## config.mk

```make
export PLATFORM = sky130hd
export DESIGN_NAME = spi_bootfetch
export DESIGN_NICKNAME = d
export VERILOG_FILES = /design/src/rtl/spi_bootfetch.sv
export SDC_FILE = /design/constraint.sdc
export NUM_CORES = 1
export LEC_CHECK = 0
export ABC_CLOCK_PERIOD_IN_PS = 3300
export BUFFER_PORTS_ARGS = -buffer_cell sky130_fd_sc_hd__buf_2
export CORE_UTILIZATION = 53
export DETAILED_ROUTE_END_ITERATION = 6
export HOLD_SLACK_MARGIN = 0.1
export PLACE_DENSITY = 0.8
export SKIP_LAST_GASP = 1
export SYNTH_ARGS = -nofsm -noshare
export SYNTH_HDL_FRONTEND = slang
export SYNTH_SLANG_ARGS = --single-unit
```

## constraint.sdc

```tcl
create_clock -name spi_clk_i -period 3.3 [get_ports spi_clk_i]
set_clock_uncertainty 0.05 [all_clocks]
set_input_delay 0.66 -clock spi_clk_i [delete_from_list [all_inputs] [get_ports spi_clk_i]]
set_output_delay 0.66 -clock spi_clk_i [all_outputs]
set_load 0.05 [all_outputs]
```

## src/rtl/spi_bootfetch.sv

```systemverilog
// spi_bootfetch
// Boot-image fetch sequencer in front of the microSDHC SPI core. After a start
// pulse it initialises the card, issues one CMD17 per sector and streams the
// 128 32-bit words of each sector into a target memory write port.
//
// Ports:
//   spi_clk_i        system clock (rising edge)
//   spi_rst_i        asynchronous active-low reset
//   boot_start_i     start pulse, honoured only in IDLE
//   spi_initdone_i   card initialisation complete (level)
//   spi_flagreg_i    [0] R1 valid, [1] data word valid, [2] core data error
//   spi_data_i       word from the core; [7:0] is R1 when flag[0] is set
//   spi_init_o       one-cycle card-init request
//   spi_enableoper_o one-cycle command launch
//   spi_cmd_o        48-bit command frame
//   spi_statusreg_o  operation code (8'h02 = single-block read)
//   mem_we_o/mem_addr_o/mem_data_o  target memory write port
//   boot_busy_o/boot_done_o/boot_err_o/err_code_o  status to boot controller
module spi_bootfetch #(
    parameter logic [31:0] START_SECTOR = 32'd0,
    parameter int unsigned NUM_SECTORS  = 16,
    parameter int unsigned MEM_AW       = 12,
    parameter int unsigned TIMEOUT      = 65535
) (
    input  logic              spi_clk_i,
    input  logic              spi_rst_i,
    input  logic              boot_start_i,
    input  logic              spi_initdone_i,
    input  logic [2:0]        spi_flagreg_i,
    input  logic [31:0]       spi_data_i,
    output logic              spi_init_o,
    output logic              spi_enableoper_o,
    output logic [47:0]       spi_cmd_o,
    output logic [7:0]        spi_statusreg_o,
    output logic              mem_we_o,
    output logic [MEM_AW-1:0] mem_addr_o,
    output logic [31:0]       mem_data_o,
    output logic              boot_busy_o,
    output logic              boot_done_o,
    output logic              boot_err_o,
    output logic [1:0]        err_code_o
);

    localparam int unsigned   TW       = $clog2(TIMEOUT + 1);
    localparam logic [TW-1:0] TMR_LAST = TW'(TIMEOUT - 1);
    localparam logic [15:0]   SEC_LAST = 16'(NUM_SECTORS);

    typedef enum logic [3:0] {
        S_IDLE, S_INIT, S_WAIT_INIT, S_CMD, S_WAIT_R1, S_DATA, S_NEXT, S_DONE, S_ERR
    } state_t;

    state_t            state_q, state_d;
    logic [15:0]       sec_q, sec_d;
    logic [6:0]        wcnt_q, wcnt_d;
    logic [MEM_AW-1:0] addr_q, addr_d;
    logic [TW-1:0]     tmr_q, tmr_d;
    logic [1:0]        code_q, code_d;
    logic              we_q, we_d;
    logic [31:0]       wdata_q, wdata_d;
    logic              init_q, init_d;
    logic              enop_q, enop_d;
    logic [47:0]       cmd_q, cmd_d;
    logic [7:0]        stat_q, stat_d;
    logic              waiting;

    always_ff @(posedge spi_clk_i or negedge spi_rst_i) begin
        if (!spi_rst_i) begin
            state_q <= S_IDLE;
            sec_q   <= '0;
            wcnt_q  <= '0;
            addr_q  <= '0;
            tmr_q   <= '0;
            code_q  <= '0;
            we_q    <= 1'b0;
            wdata_q <= '0;
            init_q  <= 1'b0;
            enop_q  <= 1'b0;
            cmd_q   <= '0;
            stat_q  <= '0;
        end else begin
            state_q <= state_d;
            sec_q   <= sec_d;
            wcnt_q  <= wcnt_d;
            addr_q  <= addr_d;
            tmr_q   <= tmr_d;
            code_q  <= code_d;
            we_q    <= we_d;
            wdata_q <= wdata_d;
            init_q  <= init_d;
            enop_q  <= enop_d;
            cmd_q   <= cmd_d;
            stat_q  <= stat_d;
        end
    end

    always_comb begin
        state_d = state_q;
        sec_d   = sec_q;
        wcnt_d  = wcnt_q;
        addr_d  = addr_q;
        tmr_d   = tmr_q;
        code_d  = code_q;
        we_d    = 1'b0;
        wdata_d = wdata_q;
        init_d  = 1'b0;
        enop_d  = 1'b0;
        cmd_d   = cmd_q;
        stat_d  = stat_q;
        waiting = (state_q == S_WAIT_INIT) || (state_q == S_WAIT_R1) || (state_q == S_DATA);

        // Address advances the cycle after the write is presented.
        if (we_q) addr_d = addr_q + 1'b1;
        if (waiting) tmr_d = tmr_q + 1'b1;

        case (state_q)
            S_IDLE: begin
                if (boot_start_i) begin
                    sec_d   = '0;
                    wcnt_d  = '0;
                    addr_d  = '0;
                    state_d = S_INIT;
                end
            end
            S_INIT: begin
                init_d  = 1'b1;
                state_d = S_WAIT_INIT;
            end
            S_WAIT_INIT: begin
                if (spi_initdone_i) begin
                    state_d = S_CMD;
                end else if (tmr_q == TMR_LAST) begin
                    state_d = S_ERR;
                    code_d  = 2'd2;
                end
            end
            S_CMD: begin
                enop_d  = 1'b1;
                state_d = S_WAIT_R1;
            end
            S_WAIT_R1: begin
                if (spi_flagreg_i[2]) begin
                    state_d = S_ERR;
                    code_d  = 2'd3;
                end else if (spi_flagreg_i[0]) begin
                    tmr_d = '0;
                    if (spi_data_i[7:0] == 8'h00) begin
                        state_d = S_DATA;
                    end else begin
                        state_d = S_ERR;
                        code_d  = 2'd1;
                    end
                end else if (tmr_q == TMR_LAST) begin
                    state_d = S_ERR;
                    code_d  = 2'd2;
                end
            end
            S_DATA: begin
                if (spi_flagreg_i[2]) begin
                    state_d = S_ERR;
                    code_d  = 2'd3;
                end else if (spi_flagreg_i[1]) begin
                    we_d    = 1'b1;
                    wdata_d = spi_data_i;
                    tmr_d   = '0;
                    wcnt_d  = wcnt_q + 7'd1;
                    if (wcnt_q == 7'd127) state_d = S_NEXT;
                end else if (spi_flagreg_i[0]) begin
                    tmr_d = '0;
                end else if (tmr_q == TMR_LAST) begin
                    state_d = S_ERR;
                    code_d  = 2'd2;
                end
            end
            S_NEXT: begin
                sec_d = sec_q + 16'd1;
                if (sec_d == SEC_LAST) state_d = S_DONE;
                else                   state_d = S_CMD;
            end
            default: ;
        endcase

        if (state_d != state_q) tmr_d = '0;

        // Frame is captured on entry to CMD using the already-advanced sector count.
        if (state_d == S_CMD && state_q != S_CMD) begin
            cmd_d  = {2'b01, 6'd17, START_SECTOR + {16'd0, sec_d}, 8'hFF};
            stat_d = 8'h02;
        end
    end

    assign spi_init_o       = init_q;
    assign spi_enableoper_o = enop_q;
    assign spi_cmd_o        = cmd_q;
    assign spi_statusreg_o  = stat_q;
    assign mem_we_o         = we_q;
    assign mem_addr_o       = addr_q;
    assign mem_data_o       = wdata_q;
    assign err_code_o       = code_q;
    assign boot_busy_o      = (state_q != S_IDLE) && (state_q != S_DONE) && (state_q != S_ERR);
    assign boot_done_o      = (state_q == S_DONE);
    assign boot_err_o       = (state_q == S_ERR);

endmodule

```

* Yosys cells after proc, flatten, opt, wreduce, memory -nomap -nowiden
Index checks and enable logic that the tools add are counted.
** Operators by class
- $add $sub $neg :: 4
- Equal/unequal tests :: 23
- Muxes and demuxes :: 42
- Bitwise operators :: 1
- Reductions and logical operators :: 13
** Operators by type and width (count)
- 16-bit 2-to-1 mux :: 7
- 16-bit one-hot mux with 2 select lines :: 2
- 4-bit 2-to-1 mux :: 10
- 12-bit 2-to-1 mux :: 3
- 16-bit by 1-bit adder with 16-bit output (second input constant) :: 2
- 4-bit one-hot mux with 7 select lines :: 1
- 7-bit 2-to-1 mux :: 3
- 16-bit equality test (second input constant) :: 1
- 16-bit by 5-bit equality test with 1-bit output (second input constant) :: 1
- 4-bit by 3-bit equality test with 1-bit output (second input constant) :: 4
- 2-bit 2-to-1 mux :: 8
- 7-bit one-hot mux with 2 select lines :: 1
- 12-bit by 1-bit adder with 12-bit output (second input constant) :: 1
- 4-bit by 2-bit equality test with 1-bit output (second input constant) :: 3
- 8-bit zero test :: 1
- 2-bit != test (second input constant) :: 4
- 4-bit != test (second input constant) :: 2
- 7-bit by 1-bit adder with 7-bit output (second input constant) :: 1
- 7-bit equality test (second input constant) :: 1
- 3-bit != test (second input constant) :: 2
- 2-bit one-hot mux with 3 select lines :: 1
- 1-bit 2-to-1 mux :: 5
- 5-bit AND reduction :: 1
- 4-bit by 1-bit equality test with 1-bit output (second input constant) :: 1
- other kinds (14) :: 17
** Word-level totals
- Register bits after elaboration :: 118
- Bits of input ports :: 39
- Output and inout port bits :: 108

* Longest topological paths before layout
- Depth in word-level cells :: 9
- Depth in mapped cells :: 10
- Depth with buffers taken out :: 9

* Least setup slack after synthesis
Ideal clock, no wire load.
- Kind :: in2reg
- Start point :: in spi_flagreg_i[2]
- End point :: reg cmd_q[15] (netlist: spi_cmd_o[15])
- Setup time :: 0.125 ns
- Data arrival time :: 2.706 ns
- Data required time :: 3.125 ns
- Slack :: 0.419 ns
- Cell stages on the path :: 7
- Path buffers :: 1
- Cells stage by stage :: or3b_1 > or4_1 > o211ai_1 > a21oi_1 > nor4b_4 > buf_8 > mux2_4
** Between the ends
- Word-level cells in the longest chain between the ends :: 4
** Ends and longest elaborated chain
- start, declared :: RTL line 29 : input logic [2:0] spi_flagreg_i,
- 4-bit 2-to-1 mux (on tied branches) :: RTL line 158, 141
- 4-bit one-hot mux with 7 select lines * :: RTL line 115 : case (state_q)
- 4-bit by 2-bit equality test with 1-bit output * :: RTL line 185 : if (state_d == S_CMD && state_q != S_CMD) begin
- 1-bit logical AND * :: RTL line 185
- end signal, assigned :: RTL line 91 : cmd_q <= cmd_d;
- end, declared :: RTL line 62 : logic [47:0] cmd_q, cmd_d;
Every way passes the cells marked *; elsewhere a longest branch is shown, timed or not.
A chain may end at the register's enable or synchronous reset.

* Worst setup path after layout
- Start point :: reg sec_q[0]
- End point :: reg cmd_q[14] (netlist: spi_cmd_o[14])
** Between the ends
- Word-level cells in the longest chain between the ends :: 6
** Ends and longest elaborated chain
- start, declared :: RTL line 53 : logic [15:0] sec_q, sec_d;
- start signal, assigned :: RTL line 69 : sec_q <= '0;
- start signal, assigned :: RTL line 82 : sec_q <= sec_d;
- 16-bit by 1-bit adder with 16-bit output :: RTL line 175 : sec_d = sec_q + 16'd1;
- 16-bit by 5-bit equality test with 1-bit output :: RTL line 176 : if (sec_d == SEC_LAST) state_d = S_DONE;
- 3-bit 2-to-1 mux :: RTL line 176
- 4-bit one-hot mux with 7 select lines :: RTL line 115
- via state_d[2] :: RTL line 52 : state_t state_q, state_d;
- 4-bit by 2-bit equality test with 1-bit output :: RTL line 185
- 1-bit logical AND :: RTL line 185
The timed path passes the listed nets, and every way through them passes these cells.

==> metrics.yaml <==
grt_pass1_wl_um: 20100
placementRows: 37
synth-xor-area-share_pct: 5.64
syn_inst: 587
ys_async_sr_fraction_pct: 100
drt_iter0_markers: 329
dieHeight_um: 105
synthAdderAreaFrac_pct: 1.34
grt_max_degree: 54
ys_top_cells_by_area: "dfrtp_1 (49%), nand2_1 (7.3%), buf_4 (5.2%)"
die_w_um: 105
htreeDepth: 3
synthSimpleGateAreaFrac_pct: 21.3
synth_top_family_by_area: "simple AND/OR/NAND/NOR gates"
finalHoldViolCount: 0
post_drt_wl_per_cell_um: 14.1
dpl.hpwl_um: 8430
yosys-top-cells-count: "dfrtp_1 (109), nand2_1 (109), nor2_1 (59), buf_4 (39), o21ai_0 (29)"
numPortBuffers: 118
ys_seq_area_share_pct: 48.8
first_pass_iters: 5
grtUsageMet1_pct: 30.2
synth_ff_type: "dfrtp_1"
antenna_left: 0
grtUsageTotal_pct: 22.4
crit_fanout: 17
drc: 0
path_buf_inv: 1
setup.worst_path.end_class: "flop"
power_leakage_nw: 3.13
final_nets: 734
crit_required_ps: 3510
syn_to_final_growth_pct: 13.2
vias_per_cell: 5.46
fin_crit_sh_pct: 86.5
crit_path_cell_trace: "ha_1, nand3_1, nor2_2, a311oi_1, o2bb2ai_1, o31ai_2, nor4b_4, buf_12, mux2_2"
path_clk_slew_ps: 120
cp.arrival_ps: 3070
core_um2: 10300
slew_violations: 0
hp-class: "input port to async pin"
setup_viol_count_final: 0
antenna_found_initial: 0
vdd_drop_max_mv: 0.201
die_area_um2: 11000
slew-limit-headroom_pct: 43.5
outcome: "finished, final reports clean"
ys_types: 57
grt_pass1_vias: 4340
critical_path.top_delay_family: "simple AND/OR/NAND/NOR gates"
synth_compound_area_share_pct: 8.97
ys_seq_elements: 109
rsz0062_at_grt: "no"
finalCriticalPeriod_ps: 2850
layout-drive-gt1-share_pct: 25.4
cts_tree: "done"
syn-cell-area_um2: 5590
start_util_pct: 54.4
hold_buffers: 0
maxCapViolCount: 0
cts_resized: 0
routabilityCongestion: 0.922
whs_ps: 261
start_kind: "flop"
ios: 147
slowest_stage: "dfrtp_1"
rr_worst_depth: 9
top_usage_layer: "met2"
power.density_nw_per_um2: 360
clock_latency_ps: 380
n_fill_cell: 864
use_met3_pct: 4.43
yosys_warnings: 0
critPathKind: "flop to flop"
numCtsBuffers: 9
fmax_mhz: 350
tightestPinTransition_ps: 844
cts_root_buf: "clkbuf_8"
use_met2_pct: 37.1
cp_slowest_stage_delay_ps: 420
antenna_cells: 0
yosysTopAreaCell: "dfrtp_1"
syn_avg_cell_area_um2: 9.52
finalSetupTns_ps: 0
grt_overflow: 0
drt-total-wl_um: 11700
vias: 4528
cts_setup_buffers: 0
cts_sinks: 109
synth-edff-count: 0
cp.depth: 9
synth_top_area_share_pct: 48.8
cts.path.max_buffers: 2
synth.mux.area_fraction_pct: 5.82
[layout by cell type (no fill, tap or decap), types with 5 or more instances in the layout]
cell	count
nor4_1	5
inv_8	5
nor2_1	59
nor3_1	6
ha_1	6
clkbuf_8	9
o21ai_0	29
dfrtp_1	109
buf_4	10
and4_1	6
inv_1	10
and3_1	10
conb_1	28
a21oi_1	16
mux2_2	16
nand2_1	109
nand4_1	18
nand3_1	23
mux2_4	9
a31oi_1	5
xor2_1	24
o31ai_1	5
buf_2	117
xnor2_1	12
[power by group]
| part | switching, W | internal (W) |
|---|---|---|
| sequential | 0.000000267 | 0.00134 |
| clock | 0.000506 | 0.000304 |
| combinational | 0.000110 | 0.0000202 |
[flip-flops by register name, indices dropped and copies added, names as in the netlist]
name and count:
err_code_o 2, mem_addr_o 12, mem_data_o 32, mem_we_o 1
sec_q 16, spi_cmd_o 17, spi_enableoper_o 1, spi_init_o 1
state_q 4, tmr_q 16, wcnt_q 7
[layout make-up]
class                   count  area, µm²  share of cell area (%)
multi-input cells         430       2510                    39.7
clock inverters             7       73.8                    1.17
flip-flops and latches    109       2730                    43.1
repair buffers            128        681                    10.8
clock buffers               9        124                    1.96
well taps                 136        170                    2.69
inverters                  11       41.3                   0.652
[logic make-up (layout without fill, tap and decap cells)]
family          after synthesis  count (layout)
mux                          26              26
other cells                   1              28
fa+ha+maj                     6               6
flops                       109             109
compound gates               80              80
buf+inv                      75             155
xor+xnor                     36              36
simple gates                254             254
[routing by layer]
metal	vias to the layer above	part of all wire [%]
met5	-	0
met4	0	1.3
met3	21	7.2
met2	219	47
met1	2140	44
li1	2148	-
[through the flow]
| stage | setup WS (ps) | instances | total power [W] | area, µm² | utilization, % |
|---|---|---|---|---|---|
| global placement | 358 | 814 | 0.00149 | 6130 | 59.7 |
| floorplan | 419 | 614 | 0.00146 | 5690 | - |
| detailed placement | 342 | 814 | 0.00149 | 6130 | 59.7 |
| global route | 215 | 830 | 0.00236 | 6330 | 61.6 |
| CTS | 470 | 830 | 0.00230 | 6330 | 61.6 |
| finish | 447 | 830 | 0.00228 | 6330 | 61.6 |
[worst paths after layout]
path,end,from,slack [ps]
max,spi_cmd_o[14]$_DFFE_PN0P_,sec_q[0]$_DFF_PN0_,450
min,tmr_q[5]$_DFF_PN0_,spi_rst_i,260
max reg2reg,spi_cmd_o[14]$_DFFE_PN0P_,sec_q[0]$_DFF_PN0_,450
min reg2reg,mem_data_o[18]$_DFFE_PN0P_,mem_data_o[18]$_DFFE_PN0P_,430
max in group asynchronous,mem_addr_o[4]$_DFF_PN0_,spi_rst_i,2120
min in group spi_clk_i,mem_data_o[14]$_DFFE_PN0P_,spi_data_i[14],410
No activity file was read; power rests on OpenSTA's default activity.
